$ cat src/rtl/pipe_pkg.sv
// Shared pipeline definitions: default widths, ALU opcodes, ID_ctrl bit positions
// and the EX-slot action encoding used by id_ex_stage.
package pipe_pkg;

    localparam int XLEN_DEF = 32;
    localparam int REGW_DEF = 5;

    localparam logic [3:0] ALU_ADD  = 4'd0;
    localparam logic [3:0] ALU_SUB  = 4'd1;
    localparam logic [3:0] ALU_AND  = 4'd2;
    localparam logic [3:0] ALU_OR   = 4'd3;
    localparam logic [3:0] ALU_XOR  = 4'd4;
    localparam logic [3:0] ALU_SLL  = 4'd5;
    localparam logic [3:0] ALU_SRL  = 4'd6;
    localparam logic [3:0] ALU_SRA  = 4'd7;
    localparam logic [3:0] ALU_SLT  = 4'd8;
    localparam logic [3:0] ALU_SLTU = 4'd9;

    // ID_ctrl = {brn, ld, use_imm}
    localparam int CTRL_USE_IMM = 0;
    localparam int CTRL_LD      = 1;
    localparam int CTRL_BRN     = 2;

    typedef enum logic [1:0] {
        SLOT_LOAD = 2'd0,
        SLOT_KILL = 2'd1,
        SLOT_HOLD = 2'd2
    } slot_act_e;

endpackage

$ cat src/rtl/fwd_sel.sv
// One operand's bypass mux: MEM result beats WB result beats the stored value.
// With ID_EX_FWD_EN undefined the stored value passes straight through.
module fwd_sel
    import pipe_pkg::*;
#(
    parameter int XLEN = XLEN_DEF,
    parameter int REGW = REGW_DEF
) (
    input  logic [REGW-1:0] src_idx,
    input  logic [XLEN-1:0] stored_val,
    input  logic [REGW-1:0] mem_rd,
    input  logic [XLEN-1:0] mem_data,
    input  logic [REGW-1:0] wb_rd,
    input  logic [XLEN-1:0] wb_data,
    output logic [XLEN-1:0] fwd_val
);

`ifdef ID_EX_FWD_EN
    // Register 0 is hardwired, so it is never bypassed
    always_comb begin
        fwd_val = stored_val;
        if (src_idx == {REGW{1'b0}}) begin
            fwd_val = stored_val;
        end else if (src_idx == mem_rd) begin
            fwd_val = mem_data;
        end else if (src_idx == wb_rd) begin
            fwd_val = wb_data;
        end else begin
            fwd_val = stored_val;
        end
    end
`else
    logic unused_fwd_s;
    assign unused_fwd_s = ^{src_idx, mem_rd, mem_data, wb_rd, wb_data};
    assign fwd_val      = stored_val;
`endif

endmodule

$ cat src/rtl/id_ex_stage.sv
// ID->EX pipeline register with operand bypass and load-use / hazard stalling.
// Optional macro ID_EX_FWD_EN enables MEM/WB forwarding; otherwise hazards stall.
module id_ex_stage
    import pipe_pkg::*;
#(
    parameter int XLEN = XLEN_DEF,
    parameter int REGW = REGW_DEF
) (
    input  logic            clk,
    input  logic            rst,
    input  logic            ID_valid,
    input  logic [XLEN-1:0] ID_pc,
    input  logic [REGW-1:0] ID_rs1,
    input  logic [REGW-1:0] ID_rs2,
    input  logic [REGW-1:0] ID_rd,
    input  logic [XLEN-1:0] ID_rs1_val,
    input  logic [XLEN-1:0] ID_rs2_val,
    input  logic [XLEN-1:0] ID_imm,
    input  logic [3:0]      ID_alu_op,
    input  logic [2:0]      ID_ctrl,
    input  logic [REGW-1:0] MEM_rd,
    input  logic [REGW-1:0] WB_rd,
    input  logic [XLEN-1:0] MEM_data,
    input  logic [XLEN-1:0] WB_data,
    input  logic            EX_hold,
    input  logic            EX_flush,
    output logic            EX_valid,
    output logic [XLEN-1:0] EX_a,
    output logic [XLEN-1:0] EX_b,
    output logic [XLEN-1:0] EX_a2,
    output logic [XLEN-1:0] EX_b2,
    output logic [3:0]      EX_alu_op,
    output logic            EX_brn,
    output logic            EX_ld,
    output logic [REGW-1:0] EX_rd,
    output logic            ID_stall
);

    logic            valid_r;
    logic            brn_r;
    logic            ld_r;
    logic            use_imm_r;
    logic [XLEN-1:0] pc_r;
    logic [XLEN-1:0] rs1_val_r;
    logic [XLEN-1:0] rs2_val_r;
    logic [XLEN-1:0] imm_r;
    logic [REGW-1:0] rs1_r;
    logic [REGW-1:0] rs2_r;
    logic [REGW-1:0] rd_r;
    logic [3:0]      alu_op_r;

    logic [XLEN-1:0] fwd1_s;
    logic [XLEN-1:0] fwd2_s;
    logic            hazard_s;
    logic            live_s;
    slot_act_e       act_s;

    fwd_sel #(.XLEN(XLEN), .REGW(REGW)) u_fwd_rs1 (
        .src_idx    (rs1_r),
        .stored_val (rs1_val_r),
        .mem_rd     (MEM_rd),
        .mem_data   (MEM_data),
        .wb_rd      (WB_rd),
        .wb_data    (WB_data),
        .fwd_val    (fwd1_s)
    );

    fwd_sel #(.XLEN(XLEN), .REGW(REGW)) u_fwd_rs2 (
        .src_idx    (rs2_r),
        .stored_val (rs2_val_r),
        .mem_rd     (MEM_rd),
        .mem_data   (MEM_data),
        .wb_rd      (WB_rd),
        .wb_data    (WB_data),
        .fwd_val    (fwd2_s)
    );

`ifdef ID_EX_FWD_EN
    // Only a load still sitting in EX has no result to bypass yet
    assign hazard_s = valid_r & ld_r & (rd_r != {REGW{1'b0}}) & ID_valid &
                      ((ID_rs1 == rd_r) | (ID_rs2 == rd_r));
`else
    logic rs1_busy_s;
    logic rs2_busy_s;
    assign rs1_busy_s = (ID_rs1 != {REGW{1'b0}}) &
                        ((valid_r & (ID_rs1 == rd_r)) | (ID_rs1 == MEM_rd) | (ID_rs1 == WB_rd));
    assign rs2_busy_s = (ID_rs2 != {REGW{1'b0}}) &
                        ((valid_r & (ID_rs2 == rd_r)) | (ID_rs2 == MEM_rd) | (ID_rs2 == WB_rd));
    assign hazard_s   = ID_valid & (rs1_busy_s | rs2_busy_s);
`endif

    // Slot action and upstream stall, in flush > hold > hazard > capture order
    always_comb begin
        act_s    = SLOT_LOAD;
        ID_stall = 1'b0;
        if (EX_flush) begin
            act_s    = SLOT_KILL;
            ID_stall = 1'b0;
        end else if (EX_hold) begin
            act_s    = SLOT_HOLD;
            ID_stall = 1'b1;
        end else if (hazard_s) begin
            act_s    = SLOT_KILL;
            ID_stall = 1'b1;
        end else begin
            act_s    = SLOT_LOAD;
            ID_stall = 1'b0;
        end
    end

    assign live_s = (act_s == SLOT_LOAD) & ID_valid;

    // EX slot register; a held slot absorbs bypassed values so retiring data survives
    always_ff @(posedge clk or posedge rst) begin
        if (rst) begin
            valid_r   <= 1'b0;
            brn_r     <= 1'b0;
            ld_r      <= 1'b0;
            use_imm_r <= 1'b0;
            pc_r      <= {XLEN{1'b0}};
            rs1_val_r <= {XLEN{1'b0}};
            rs2_val_r <= {XLEN{1'b0}};
            imm_r     <= {XLEN{1'b0}};
            rs1_r     <= {REGW{1'b0}};
            rs2_r     <= {REGW{1'b0}};
            rd_r      <= {REGW{1'b0}};
            alu_op_r  <= 4'd0;
        end else begin
            case (act_s)
                SLOT_HOLD: begin
                    rs1_val_r <= fwd1_s;
                    rs2_val_r <= fwd2_s;
                end
                SLOT_LOAD, SLOT_KILL: begin
                    valid_r   <= live_s;
                    brn_r     <= live_s & ID_ctrl[CTRL_BRN];
                    ld_r      <= live_s & ID_ctrl[CTRL_LD];
                    rd_r      <= live_s ? ID_rd : {REGW{1'b0}};
                    use_imm_r <= ID_ctrl[CTRL_USE_IMM];
                    pc_r      <= ID_pc;
                    rs1_val_r <= ID_rs1_val;
                    rs2_val_r <= ID_rs2_val;
                    imm_r     <= ID_imm;
                    rs1_r     <= ID_rs1;
                    rs2_r     <= ID_rs2;
                    alu_op_r  <= ID_alu_op;
                end
                default: begin
                    valid_r <= 1'b0;
                    brn_r   <= 1'b0;
                    ld_r    <= 1'b0;
                    rd_r    <= {REGW{1'b0}};
                end
            endcase
        end
    end

    assign EX_valid  = valid_r;
    assign EX_rd     = rd_r;
    assign EX_brn    = brn_r;
    assign EX_ld     = ld_r;
    assign EX_alu_op = alu_op_r;
    assign EX_a2     = fwd1_s;
    assign EX_b2     = fwd2_s;
    assign EX_a      = brn_r ? pc_r : fwd1_s;
    assign EX_b      = (brn_r | use_imm_r) ? imm_r : fwd2_s;

endmodule

$ cat config.mk
export PLATFORM = sky130hd
export DESIGN_NAME = id_ex_stage
export DESIGN_NICKNAME = d
export VERILOG_FILES = /design/src/rtl/pipe_pkg.sv /design/src/rtl/fwd_sel.sv /design/src/rtl/id_ex_stage.sv
export SDC_FILE = /design/constraint.sdc
export NUM_CORES = 1
export LEC_CHECK = 0
export BUFFER_PORTS_ARGS = -buffer_cell sky130_fd_sc_hd__clkbuf_2
export CORE_ASPECT_RATIO = 0.9
export CORE_MARGIN = 1.5
export CORE_UTILIZATION = 30
export CTS_CLUSTER_DIAMETER = 50
export DETAILED_ROUTE_END_ITERATION = 8
export PLACE_DENSITY_LB_ADDON = 0.12
export SLEW_MARGIN = 20
export SYNTH_ARGS = -nofsm -noshare
export SYNTH_HDL_FRONTEND = slang
export SYNTH_SLANG_ARGS = --single-unit
$ cat constraint.sdc
create_clock -name clk -period 7.75 [get_ports clk]
set_input_delay 1.55 -clock clk [delete_from_list [all_inputs] [get_ports clk]]
set_output_delay 1.55 -clock clk [all_outputs]
set_load 0.02 [all_outputs]
---- Yosys cells after proc, flatten, opt, wreduce, memory -nomap -nowiden ----
Cells that the tools add are included.
storage, ports and cells
  output and inout port bits .............. 141
  input bits .............................. 229
  register bits ........................... 141
  word-level logic and storage cells ...... 49
cells by class
  bitwise gates (word level) .............. 14
  reductions and logical operators ........ 4
  eq/ne operators ......................... 8
  mux-type cells .......................... 13
operators with widths
  cell                number
  $mux 32             2
  $eq 5x5->1          6
  $pmux 5 s2          1
  $reduce_bool 5->1   2
  $and 1x1->1         8
  $or 1x1->1          6
  $pmux 1 s2          3
  $mux 5              1
  $mux 1              4
  $mux 2              2
  $eq 2x1->1 const B  1
  $eq 2x2->1 const B  1
  $logic_not 2->1     1
  $reduce_or 2->1     1

---- Depth between registers and ports, before layout ----
  word-level depth ........................ 14
  mapped depth ............................ 6

---- Hierarchy ----
From an unflattened synthesis, not the netlist that was laid out.
unflattened totals
  cell total of the unflattened synthesis .. 528
  area, all modules ....................... 7298.2 µm²
by module, submodules not included
  module       instances  cells each  seq. area each (µm²)  area each (µm²)
  id_ex_stage  1          464         3778.6                6817.8
  fwd_sel      2          32          0.0                   240.2

---- Worst setup path after synthesis ----
OpenSTA, ideal clock, no wires.
  kind .................................... input-to-output
  start point ............................. input port ID_rs2[1]
  end point ............................... output port ID_stall
  path slack .............................. 3.403 ns
  cell stages on the path ................. 5
  arrival time ............................ 2.797 ns
  data required time ...................... 6.200 ns
  cell sequence ........................... or4_4 > o211a_1 > a21oi_1 > o21ai_0 > o221a_1
between the ends
  cells in the longest elaborated chain, start to end .. 10
  elaborated cells on any way between the ends .. 13
  those cells by class .................... eq/ne: 3; mux: 3; bitwise: 6; reduce/logical: 1
ends and longest elaborated chain
  what                      RTL line            source
  from (decl)               id_ex_stage.sv:14   input logic [REGW-1:0] ID_rs2,
  $eq 5x5->1                id_ex_stage.sv:88   ((valid_r & (ID_rs2 == rd_r)) | (ID_rs2 == MEM_rd) | (ID_rs2 == WB_rd));
  $and 1x1->1               id_ex_stage.sv:88
  $or 1x1->1 (2 in series)  id_ex_stage.sv:88
  $and 1x1->1 *             id_ex_stage.sv:87   assign rs2_busy_s = (ID_rs2 != {REGW{1'b0}}) &
  $or 1x1->1 *              id_ex_stage.sv:89   assign hazard_s = ID_valid & (rs1_busy_s | rs2_busy_s);
  $and 1x1->1 *             id_ex_stage.sv:89
  $mux 1 *                  id_ex_stage.sv:102  end else if (hazard_s) begin
  $mux 1 *                  id_ex_stage.sv:99   end else if (EX_hold) begin
  $mux 1 *                  id_ex_stage.sv:96   if (EX_flush) begin
  to (decl)                 id_ex_stage.sv:36   output logic ID_stall
Mark *: on every way between the ends. The rest lies on a longest branch, timed or not.

---- Final worst setup path ----
  start point ............................. input port ID_rs1[0]
  end point ............................... output port ID_stall
between the ends
  cells in the longest elaborated chain, start to end .. 10
  elaborated cells on any way between the ends .. 13
  those cells by class .................... eq/ne: 3; mux: 3; bitwise: 6; reduce/logical: 1
ends and longest elaborated chain
  what                      RTL line            source
  from (decl)               id_ex_stage.sv:13   input logic [REGW-1:0] ID_rs1,
  $eq 5x5->1                id_ex_stage.sv:86   ((valid_r & (ID_rs1 == rd_r)) | (ID_rs1 == MEM_rd) | (ID_rs1 == WB_rd));
  $and 1x1->1               id_ex_stage.sv:86
  $or 1x1->1 (2 in series)  id_ex_stage.sv:86
  $and 1x1->1 *             id_ex_stage.sv:85   assign rs1_busy_s = (ID_rs1 != {REGW{1'b0}}) &
  $or 1x1->1 *              id_ex_stage.sv:89
  $and 1x1->1 *             id_ex_stage.sv:89
  $mux 1 *                  id_ex_stage.sv:102
  $mux 1 *                  id_ex_stage.sv:99
  $mux 1 *                  id_ex_stage.sv:96
Marked as above.

==> flow_summary.yaml <==
critical_path:
  cp-end-kind: "output port"
  worst_path_most_repeated_cell: "clkbuf_2"
  start_kind: "primary input"
  crit_arrival_ns: 3.15
  critPathTopFamily: "compound AO/OA/AOI/OAI gates"
  path_buf_inv: 2
  max_stage_delay_ns: 0.38
  crit_path_max_fanout: 9
  cp_cell_sequence: "clkbuf_2 -> xor2_1 -> nor4_1 -> a32oi_1 -> a21oi_4 -> o221a_1 -> clkbuf_2"
  worst_path_max_delay_cell: "a21oi_4"
  worst-setup-path-type: "primary input to output port"
  cp_data_required_time_ns: 6.20
layout:
  nets: 1243
  diodes: 0
  mostFrequentLayoutCells: "nand2_1 (407), clkbuf_2 (305), dfrtp_1 (140)"
  final_cell_count_no_fill: 1313
  ff_latch_area_um2: 3530
  multi_input_area_um2: 2811
  drive_gt1_share_pct: 39.82
  nFillCells: 2266
  synthToLayoutAreaGrowth_pct: 36.38
  final_common_cell: "nand2_1"
timing:
  worst_pin_slew_ns: 0.9291
  max_freq_mhz: 212.8
  rsz0062_at_grt: "no"
  post-route-period-util_pct: 60.64
  min_period_ns: 4.700
  final_max_slew_viol_count: 0
  final.setup.tns_ns: 0
  finClkSkew_ns: 0.005551
  finalHoldViolCount: 0
  setup_violations: 0
  relSlewSlack_pct: 38.06
synth:
  synth_area_per_cell_um2: 9.018
  synth_cell_type_count: 31
  synth_area_um2: 6520
  syn_inst: 723
  ys_ff_latch: 141
  syn-num-nets: 952
  yosys_warnings: 0
  ys_seq_area_share_pct: 54.12
global_routing:
  grt_max_degree: 77
  grt_pass1_wl_mm: 29.79
  grt_overflow: 0
  grt_usage_pct: 16.99
  grt_pass1_vias: 5513
  grt_antenna_before_repair: 0
cts:
  clk_pin_slew_worst_paths_ns: 0.07
  cts_tree: "yes"
  cts_hold_buf: 0
  clk_latency_ns: 0.42
  cts_setup_buffers: 0
  clock_sinks: 141
  cts_buffers: 17
  h-tree-depth: 4
  clk_path_buf_depth: 2
  clockRootBuffer: "clkbuf_16"
  cts_resized: 0
worst_hold_path:
  min_path_type: "register to register"
drt:
  vias: 5705
  initialDrtViolationCount: 256
  vias_per_cell: 4.345
  ant_nets: 0
  routed_wl_mm: 19.04
  wl_per_cell_um: 14.50
  drtPass1Iterations: 4
  drc: 0
placement:
  hpwl_mm: 13.28
  gp_congestion: 0.7571
  port_buffers: 305
  placed_cells: 1280
power:
  ir_drop_mv: 0.1371
  pwr_density_cell_nw_per_um2: 227.9
  p_leak_nw: 4.960
die:
  die_x_um: 158.4
  die_y_um: 142.9
  core-area_um2: 21080
  row_count: 50
  start_util_pct: 30.93
  die_area_um2: 22630
  ioPinCount: 370
outcome:
  status: "complete, no violations"
flow_run:
  drv_cap: 0
path summary, 6_finish.rpt:
path | start | end | slack [ns] | depth (start not counted)
worst max-delay path | ID_rs1[0] | ID_stall | 3.05 | 7
worst min-delay path | imm_r[22] | imm_r[22] | 0.46 | 2
worst max register to register | EX_rd[3] | EX_valid | 5.99 | 5
worst min register to register | imm_r[22] | imm_r[22] | 0.46 | 2
max in group asynchronous | rst | EX_brn | 5.09 | 3
min in group asynchronous | rst | EX_alu_op[3] | 1.26 | 2
kinds of logic after synthesis:
logic type,Yosys count,synth area share (%)
multiplexers,64,11.05
XOR/XNOR,30,4.030
buffers and inverters,47,3.109
AND/OR/NAND/NOR,425,24.95
AO/OA/AOI/OAI,16,2.744
flip-flops,141,54.12
Yosys cell counts:
master	count	area share, %
o31ai_2	7	1.3
a21oi_4	1	0.25
a32oi_1	2	0.27
or4_4	1	0.17
nor2_1	5	0.29
nand2_2	1	0.096
clkbuf_4	1	0.12
o211ai_4	1	0.33
nand3_1	1	0.077
mux2_2	51	8.8
xor2_1	24	3.2
buf_6	1	0.17
nor3_1	4	0.31
or4_1	1	0.12
dfrtp_1	141	54
nand2_1	408	23
clkbuf_1	29	1.7
o211a_1	1	0.15
buf_1	3	0.17
xnor2_1	6	0.81
nor2b_1	1	0.096
o221a_1	1	0.17
nor4_1	2	0.19
buf_8	1	0.23
buf_2	3	0.23
nor3b_1	1	0.12
inv_1	9	0.52
o21ai_1	1	0.077
a21oi_1	1	0.077
mux2_1	13	2.2
o21ai_0	1	0.077
flip-flops by register name (all words and copies together) (netlist names):
signal,cells
rs2_val_r,32
imm_r,32
EX_alu_op,4
EX_valid,1
use_imm_r,1
EX_ld,1
EX_brn,1
pc_r,32
EX_rd,5
rs1_val_r,32
per-stage QoR:
| step | hold slack [ns] | setup slack [ns] | utilization (%) | area (µm²) | power (mW) |
|---|---|---|---|---|---|
| after global routing | 0.4880 | 2.935 | 42.18 | 8892 | 2.137 |
| after global placement | 0.4459 | 3.039 | 39.34 | 8294 | 1.248 |
| after floorplan | 0.4315 | 2.419 | - | 6520 | 1.086 |
| after detailed placement | 0.4498 | 3.028 | 39.34 | 8294 | 1.249 |
| final | 0.4603 | 3.050 | 42.18 | 8892 | 2.027 |
| after CTS | 0.4654 | 3.029 | 42.05 | 8865 | 2.059 |
metal layers:
| layer | track usage [%] | vias up | routed length [µm] |
|---|---|---|---|
| met5 | 0 | - | 0 |
| met1 | 21.96 | 2699 | 8373 |
| met3 | 4.674 | 10 | 1166 |
| met2 | 27.88 | 150 | 9335 |
| li1 | - | 2846 | - |
| met4 | 4.525 | 0 | 166 |
where the power goes:
part / internal, mW / switching (mW)
logic: 0.151 / 0.241
clock network: 0.428 / 0.368
registers: 0.796 / 0.0427
total: 1.38 / 0.652
final cells by class:
type | instances | area share, %
Multi-Input combinational cell | 535 | 31.62
Inverter | 9 | 0.4362
Clock buffer | 17 | 4.784
Sequential cell | 141 | 39.69
Timing Repair Buffer | 310 | 17.81
Clock inverter | 15 | 1.632
Tap cell | 286 | 4.024
worst reg2reg max path, stage by stage, from the launching register on:
cell and delay [ns]:
dfrtp_1 0.43, xor2_1 0.18, nor4_1 0.31, a32oi_1 0.21
o211ai_4 0.39, o21ai_1 0.10
Note: power is estimated with default switching activity, not from simulation.
